--- src/rtl/fir_pkg.sv ---
// Shared types and defaults for the FIR frame sequencer and its tag pipe.
package fir_pkg;

    localparam int FIR_WIDTH   = 16;
    localparam int FIR_TAPS    = 16;
    localparam int FIR_LATENCY = 2;

    typedef enum logic [2:0] {
        IDLE  = 3'd0,
        RUN   = 3'd1,
        FLUSH = 3'd2,
        DRAIN = 3'd3,
        CLEAR = 3'd4
    } seq_state_t;

    typedef struct packed {
        logic v;
        logic l;
    } tag_t;

    // One counter serves both the flush (TAPS-2 down to 0) and drain (LATENCY-1 down to 0) phases.
    function automatic int seq_cnt_width(input int taps, input int latency);
        int span;
        span = (taps > latency) ? taps : latency;
        return (span < 2) ? 1 : $clog2(span);
    endfunction

endpackage

--- src/rtl/fir_tag_pipe.sv ---
// Delays the {valid,last} tag by LATENCY clocks so it lines up with the FIR output.
module fir_tag_pipe
    import fir_pkg::*;
#(
    parameter int LATENCY = FIR_LATENCY
) (
    input  logic clk,
    input  logic rst_n,
    input  tag_t tag_in,
    output tag_t tag_out
);

    tag_t pipe_r [LATENCY];

    // Shift register of tags, emptied by reset so no stale valid/last escapes.
    always_ff @(posedge clk or negedge rst_n) begin
        if (!rst_n) begin
            for (int i = 0; i < LATENCY; i++) begin
                pipe_r[i] <= '0;
            end
        end else begin
            pipe_r[0] <= tag_in;
            for (int i = 1; i < LATENCY; i++) begin
                pipe_r[i] <= pipe_r[i-1];
            end
        end
    end

    assign tag_out = pipe_r[LATENCY-1];

endmodule

--- src/rtl/fir_frame_sequencer.sv ---
// Frame controller feeding a free-running FIR: flush, drain, clear, and output tagging.
// Define FIR_SEQ_FLUSH_EN to keep the zero-flush tail; otherwise frames are truncated to N results.
module fir_frame_sequencer
    import fir_pkg::*;
#(
    parameter int WIDTH   = FIR_WIDTH,
    parameter int TAPS    = FIR_TAPS,
    parameter int LATENCY = FIR_LATENCY
) (
    input  logic             clk,
    input  logic             reset,
    input  logic             s_valid,
    output logic             s_ready,
    input  logic [WIDTH-1:0] s_data,
    input  logic             s_last,
    output logic [WIDTH-1:0] fir_x,
    output logic             fir_clear,
    input  logic [WIDTH-1:0] fir_y,
    output logic             m_valid,
    output logic [WIDTH-1:0] m_data,
    output logic             m_last,
    output logic             underrun,
    output logic             busy
);

    localparam int CNT_W = seq_cnt_width(TAPS, LATENCY);

    seq_state_t       state_r;
    seq_state_t       state_s;
    logic [CNT_W-1:0] cnt_r;
    logic [CNT_W-1:0] cnt_s;
    logic [WIDTH-1:0] fir_x_r;
    logic [WIDTH-1:0] fir_x_s;
    tag_t             tag_r;
    tag_t             tag_s;
    tag_t             tag_q_s;
    logic             underrun_r;
    logic             underrun_s;
    logic             fir_clear_r;
    logic             s_ready_r;
    logic             busy_r;

    // State, counter and all registered outputs.
    always_ff @(posedge clk or negedge reset) begin
        if (!reset) begin
            state_r     <= IDLE;
            cnt_r       <= '0;
            fir_x_r     <= '0;
            tag_r       <= '0;
            underrun_r  <= 1'b0;
            fir_clear_r <= 1'b0;
            s_ready_r   <= 1'b1;
            busy_r      <= 1'b0;
        end else begin
            state_r     <= state_s;
            cnt_r       <= cnt_s;
            fir_x_r     <= fir_x_s;
            tag_r       <= tag_s;
            underrun_r  <= underrun_s;
            fir_clear_r <= (state_s == CLEAR);
            s_ready_r   <= (state_s == IDLE) || (state_s == RUN);
            busy_r      <= (state_s != IDLE);
        end
    end

    // Next-state and phase counter.
    always_comb begin
        state_s = state_r;
        cnt_s   = cnt_r;
        case (state_r)
            IDLE, RUN: begin
                if (s_valid && s_last) begin
`ifdef FIR_SEQ_FLUSH_EN
                    state_s = FLUSH;
                    cnt_s   = CNT_W'(TAPS - 2);
`else
                    state_s = DRAIN;
                    cnt_s   = CNT_W'(LATENCY - 1);
`endif
                end else if (s_valid) begin
                    state_s = RUN;
                end else begin
                    state_s = state_r;
                end
            end
`ifdef FIR_SEQ_FLUSH_EN
            FLUSH: begin
                if (cnt_r == '0) begin
                    state_s = DRAIN;
                    cnt_s   = CNT_W'(LATENCY - 1);
                end else begin
                    cnt_s   = cnt_r - CNT_W'(1);
                end
            end
`endif
            DRAIN: begin
                if (cnt_r == '0) begin
                    state_s = CLEAR;
                end else begin
                    cnt_s   = cnt_r - CNT_W'(1);
                end
            end
            CLEAR:   state_s = IDLE;
            default: state_s = IDLE;
        endcase
    end

    // FIR sample, tag and sticky underrun for the coming cycle.
    always_comb begin
        fir_x_s    = '0;
        tag_s      = '0;
        underrun_s = underrun_r;
        case (state_r)
            IDLE: begin
                if (s_valid) begin
                    fir_x_s    = s_data;
                    tag_s.v    = 1'b1;
                    underrun_s = 1'b0;
`ifndef FIR_SEQ_FLUSH_EN
                    tag_s.l    = s_last;
`endif
                end else begin
                    fir_x_s    = '0;
                end
            end
            RUN: begin
                // A bubble still advances the FIR, so it is emitted as a zero result.
                tag_s.v = 1'b1;
                if (s_valid) begin
                    fir_x_s = s_data;
`ifndef FIR_SEQ_FLUSH_EN
                    tag_s.l = s_last;
`endif
                end else begin
                    underrun_s = 1'b1;
                end
            end
`ifdef FIR_SEQ_FLUSH_EN
            FLUSH: begin
                tag_s.v = 1'b1;
                tag_s.l = (cnt_r == '0);
            end
`endif
            default: begin
                fir_x_s = '0;
                tag_s   = '0;
            end
        endcase
    end

    fir_tag_pipe #(
        .LATENCY (LATENCY)
    ) u_tag_pipe (
        .clk     (clk),
        .rst_n   (reset),
        .tag_in  (tag_r),
        .tag_out (tag_q_s)
    );

    assign s_ready   = s_ready_r;
    assign fir_x     = fir_x_r;
    assign fir_clear = fir_clear_r;
    assign m_valid   = tag_q_s.v;
    assign m_last    = tag_q_s.l;
    assign m_data    = fir_y;
    assign underrun  = underrun_r;
    assign busy      = busy_r;

endmodule

--- config.mk ---
export PLATFORM = sky130hd
export DESIGN_NAME = fir_frame_sequencer
export DESIGN_NICKNAME = d
export VERILOG_FILES = /design/src/rtl/fir_pkg.sv /design/src/rtl/fir_tag_pipe.sv /design/src/rtl/fir_frame_sequencer.sv
export SDC_FILE = /design/constraint.sdc
export NUM_CORES = 1
export LEC_CHECK = 0
export BUFFER_PORTS_ARGS = -buffer_cell sky130_fd_sc_hd__buf_2
export CAP_MARGIN = 0
export CORE_ASPECT_RATIO = 1.1
export CORE_MARGIN = 4
export CORE_UTILIZATION = 42
export DETAILED_ROUTE_END_ITERATION = 10
export MAX_ROUTING_LAYER = met4
export PLACE_DENSITY = 0.77
export SYNTH_ARGS = -nofsm -noshare
export SYNTH_HDL_FRONTEND = slang
export SYNTH_SLANG_ARGS = --single-unit
--- constraint.sdc ---
create_clock -name clk -period 2 [get_ports clk]
set_clock_uncertainty 0.15 [all_clocks]
set_input_delay 0.2 -clock clk [delete_from_list [all_inputs] [get_ports clk]]
set_output_delay 0.2 -clock clk [all_outputs]
set_load 0.02 [all_outputs]
==> Word-level counts from Yosys, hierarchy flattened <==
Index checks and enable logic that the tools add are counted.
{ "op_classes": {"add_sub_neg": 1, "multipliers": 0, "div": 0, "order_cmp": 0, "eq_ne": 8, "shift": 0, "mux": 15, "n_bitwise": 0, "reduce_logical": 11} }
{ "ops": {"columns": ["operator", "n"], "rows": [
  ["$mux 16", 2],
  ["$mux 3", 3],
  ["$mux 4", 2],
  ["$pmux 4 s2", 1],
  ["$eq 3x1->1 const B", 2],
  ["$logic_not 3->1", 2],
  ["$ne 2x2->1 const B", 3],
  ["$pmux 3 s2", 1],
  ["$reduce_and 3->1", 2],
  ["$logic_not 4->1", 1],
  ["$pmux 2 s2", 1],
  ["$reduce_bool 2->1", 2],
  ["$sub 4x1->4 const B", 1],
  ["$eq 3x2->1 const B", 1],
  ["$eq 3x3->1 const B", 1],
  ["$mux 1", 3],
  ["$reduce_bool 3->1", 1],
  ["$mux 2", 1],
  ["$ne 2x1->1 const B", 1],
  ["$pmux 1 s2", 1],
  ["$reduce_or 2->1", 1],
  ["$logic_and 1x1->1", 1],
  ["$logic_or 1x1->1", 1]
]} }
{ "word_totals": {"regBits": 33, "latchBits": 0, "mem_bits_rw": 0, "mem_bits_ro": 0, "mem_count": 0} }

==> Longest topological paths before layout <==
{ "logic_depth": {"ltp_word": 5, "mapped_depth": 6, "depth_no_buf": 5} }

==> Hierarchy <==
From an unflattened synthesis, not the netlist that was laid out.
{ "unflattened": {"hier_cells": 104, "hier_area_um2": 1281.2} }
{ "by_module_without_submodules": {"columns": ["mod", "n_inst", "cells_per_inst", "area_each_um2", "seq_area_each_um2"], "rows": [
  ["fir_frame_sequencer", 1, 98, 1166.1, 726.9],
  ["fir_tag_pipe", 1, 6, 115.1, 100.1]
]} }

==> Least setup slack after synthesis <==
Ideal clock, no wire load.
{ "synth_path": {"path_kind": "register to register", "from": "reg cnt_r[0]", "to": "reg cnt_r[1]", "setup_ps": 79, "arrival_ps": 1338, "t_required_ps": 1771, "setup_slack_ps": 432, "path_stages_with_launch": 7, "period_less_slack_ps": 1568, "path_cell_list": "dfrtp_1 inv_1 ha_1 or3b_1 buf_2 nand2_1 mux2i_1"} }
{ "synth_between": {"elab_chain_cells": 3, "word_cells_on_any_way": 6, "cone_classes": "1 x add/sub; 1 x eq/ne; 2 x mux; 2 x reduce/logical"} }
{ "synth_lines": {"columns": ["item", "line_no", "text"], "rows": [
  ["start: declaration", "fir_frame_sequencer.sv:30", "logic [CNT_W-1:0] cnt_r;"],
  ["start signal: assignment", "fir_frame_sequencer.sv:56", "cnt_r <= cnt_s;"],
  ["$sub 4x1->4 / $logic_not 4->1 (equally long branches)", "fir_frame_sequencer.sv:100, fir_frame_sequencer.sv:97", null],
  ["$mux 4 / $ne 2x2->1 (equally long branches)", null, null],
  ["$pmux 4 s2 / $reduce_and 3->1 (equally long branches)", null, null]
]} }
Parallel ways exist; a longest one is shown, timed or not. The select of a mux whose other input is x is not followed.
A chain may end at the register's enable or synchronous reset.

==> Final worst setup path <==
Ends and elaborated chain as after synthesis.

==> summary.md <==
| Metric | Value |
|---|---|
| Synth Area in Simple Gates | 0.1681 |
| Gr ovfl total | 0 |
| Ranking of synthesized cells by area | dfrtp_1 (63%), buf_4 (9.4%), and2_1 (7.9%) |
| Postcts setup bufs | 0 |
| Share of post-route cells with drive strength above 1 | 0.3533 |
| Via count | 850 |
| Number of synthesized flops with an enable pin | 0 |
| Max-slew violations | 0 |
| Achievable Freq | 595.5 MHz |
| Root Buffer Master | clkbuf_4 |
| Buffers on Ports | 41 |
| Reg2reg path depth | 5 |
| Status | completed |
| Most frequent cell after synthesis | dfrtp_1 |
| CTS tree | built |
| Horiz. Die Dim | 60.48 µm |
| Yosys reg bits | 33 |
| Die height | 65.73 µm |
| Initial detailed-routing violation count | 14 |
| Post-Synth Adder-Cell Area | 0.009833 |
| Cell Rows | 20 |
| Total global-route track usage | 0.1402 |
| Clk sinks | 33 |
| WP data arrival | 1.77 ns |
| Synthesized instance count | 101 |
| TNS Setup | 0 ns |
| Worst Max-Slew Pin Slew | 0.7003 ns |
| R2r endpoint | cnt_r[1]$_DFFE_PN0P_ |
| CP endpoint kind | register |
| GP Congestion | 0.6880 |
| VDD IR max | 0.7938 mV |
| DP Wirelength | 1606 µm |
| Syn_area_per_cell | 12.60 µm² |
| Vias per inst | 4.645 |
| Ant diodes | 0 |
| Hold Path Cell Cnt | 2 |
| Clk pin slew, worst setup/hold paths | 0.09 ns |
| Compound-Gate Fraction of Synth Area | 0.04326 |
| Most instantiated cells after synthesis | dfrtp_1 (32), and2_1 (16), buf_4 (16), nor2_1 (5) |
| CTS max path bufs | 2 |
| Hold Crit Class | primary input to register |
| Power Density | 1195 nW/µm² |
| IO Pins | 74 |
| First-pass GRT wire length | 3919 µm |
| Hold Vio Cnt, Final | 0 |
| Filler cell count | 222 |
| Main combinational cell family by area after synthesis | simple AND/OR/NAND/NOR gates |
| Initial antenna violation count | 0 |
| CP max FO | 6 |
| Final min period | 1.679 ns |
| Register area share after synthesis | 0.6500 |
| HP Start | s_valid |
| Post-DR wirelength/cell | 13.47 µm |
| Die area | 3975 µm² |
| Area Overhead vs Synth | 27.83% |
| Hold Crit Endpoint | underrun$_DFFE_PN0P_ |
| Max cap viols | 0 |
| Core Footprint | 2828 µm² |
| Final setup violating endpoints | 0 |
| Xor/xnor share of the synthesized area | 0 |
| Critical Path RT | 2.09 ns |
| Post-synthesis mux area share | 0.01573 |
| Slew headroom | 0.5331 |
| Post-synth top area cell | dfrtp_1 |
| First-pass DRT Iterations | 2 |
| Leak pwr | 0.8562 nW |
| Core Util, Final | 0.5752 |
| WS Path Type | register to register |
| Post-synthesis cell type count | 26 |
| Pin count of the biggest net entering global routing | 34 |
| Number of global-route vias before repair | 930 |
| H-tree lvl count | 2 |
| Ys async rst share | 1.000 |
| Area of the mapped netlist | 1272 µm² |
| Synthesized netlist net count | 138 |
| Routed Antenna Nets | 0 |
| DR DRC count | 0 |
| Worst-Skew Late Latency | 0.32 ns |
| Flop2flop setup slack | 0.32 ns |
| RSZ-0062 raised after global routing | false |
| Period utilization | 0.8396 |
| Synth warnings | 0 |
| Final #Nets | 186 |
| Crit start category | register |
| Worst r2r src | cnt_r[0]$_DFFE_PN0P_ |
| Share of the synthesized area in the top cell type | 0.6293 |
| Post-Route WL | 2465 µm |
| Cts bufs inserted | 5 |
| Most used DFF post-synth | dfrtp_1 |
| Starting Density | 0.4500 |
==> critical path, cell delays in order, from the launching register on <==
cell and delay [ns]:
dfrtp_1 0.41, inv_1 0.07, ha_1 0.15, or3b_1 0.44
nand2_1 0.18, mux2i_1 0.20
==> area by class of cell <==
cell class | count | area [µm²] | area share
Clock buffer | 8 | 58.81 | 0.03615
Inverter | 4 | 15.01 | 0.009231
Multi-Input combinational cell | 46 | 301.5 | 0.1854
Sequential cell | 33 | 827.0 | 0.5085
Tap cell | 33 | 41.29 | 0.02538
Timing Repair Buffer | 59 | 382.9 | 0.2354
==> repair_timing <==
action | CTS | global route
hold buffers | 17 | 0
hold endpoints to repair | 48 | 0
setup endpoints to repair | 0 | 0
gates resized for setup | 0 | 0
==> stage by stage <==
stage                     area (µm²)  total power [mW]  cells  setup slack (ns)  hold slack, ns
after floorplan                 1272             1.405    101            0.4325         -0.2456
after global placement          1398             1.535    158            0.4078          0.1238
after detailed placement        1398             1.565    158            0.3381          0.1384
after CTS                       1627             1.964    183            0.3072        0.004904
after global routing            1627             2.086    183            0.2194         0.01641
final                           1627             1.943    183            0.3207         0.01484
==> cells in the final DEF, fill, tap and decap left out, types with 2 or more instances in the layout <==
cell / synthesis / routed
dlygate4sd3_1: 0 / 17
a21oi_1: 3 / 3
clkbuf_1: 1 / 2
buf_2: 1 / 41
mux2i_1: 2 / 2
clkbuf_4: 0 / 5
and2_1: 16 / 16
nand2_1: 4 / 4
nor2_1: 5 / 5
dfrtp_1: 32 / 32
o31ai_1: 2 / 2
inv_1: 4 / 4
==> sequential cells by signal, summed over array words and instances, names as in the netlist <==
name / cells
busy: 1
cnt_r: 4
fir_clear: 1
fir_x: 16
s_ready: 1
state_r: 3
tag_r: 2
u_tag_pipe.pipe_r: 2
u_tag_pipe.tag_out: 2
underrun: 1
==> routing by layer <==
metal  vias to the layer above  share of wire  global-route usage
li1                        403              -                   -
met1                       398           0.34              0.1170
met2                        40           0.52              0.2459
met3                         9           0.11             0.06680
met4                         0          0.028             0.07859
met5                         -              0                   -
==> power breakdown <==
part | internal, mW | total (mW) | leakage (nW) | switching, mW
Clock | 0.173 | 0.370 | 0.0326 | 0.197
Combinational | 0.263 | 0.622 | 0.405 | 0.359
Sequential | 0.854 | 0.951 | 0.419 | 0.0969
Total | 1.29 | 1.94 | 0.856 | 0.653
==> worst max-delay path by stage <==
stage / end / startpoint / slack, ns / depth (start not counted)
floorplan: cnt_r[1]$_DFFE_PN0P_ / cnt_r[0]$_DFFE_PN0P_ / 0.43 / 6
global placement: cnt_r[1]$_DFFE_PN0P_ / cnt_r[0]$_DFFE_PN0P_ / 0.41 / 5
detailed placement: cnt_r[1]$_DFFE_PN0P_ / cnt_r[0]$_DFFE_PN0P_ / 0.34 / 5
CTS: cnt_r[1]$_DFFE_PN0P_ / cnt_r[0]$_DFFE_PN0P_ / 0.31 / 5
global route: cnt_r[1]$_DFFE_PN0P_ / cnt_r[0]$_DFFE_PN0P_ / 0.22 / 5
finish: cnt_r[1]$_DFFE_PN0P_ / cnt_r[0]$_DFFE_PN0P_ / 0.32 / 5
==> cells by family after synthesis <==
family | Yosys count
and+or+nand+nor | 34
DFF | 33
buffers and inverters | 22
AOI/OAI and AO/OA | 9
muxes | 2
adders and majority gates | 1
No activity file was read; power rests on OpenSTA's default activity.
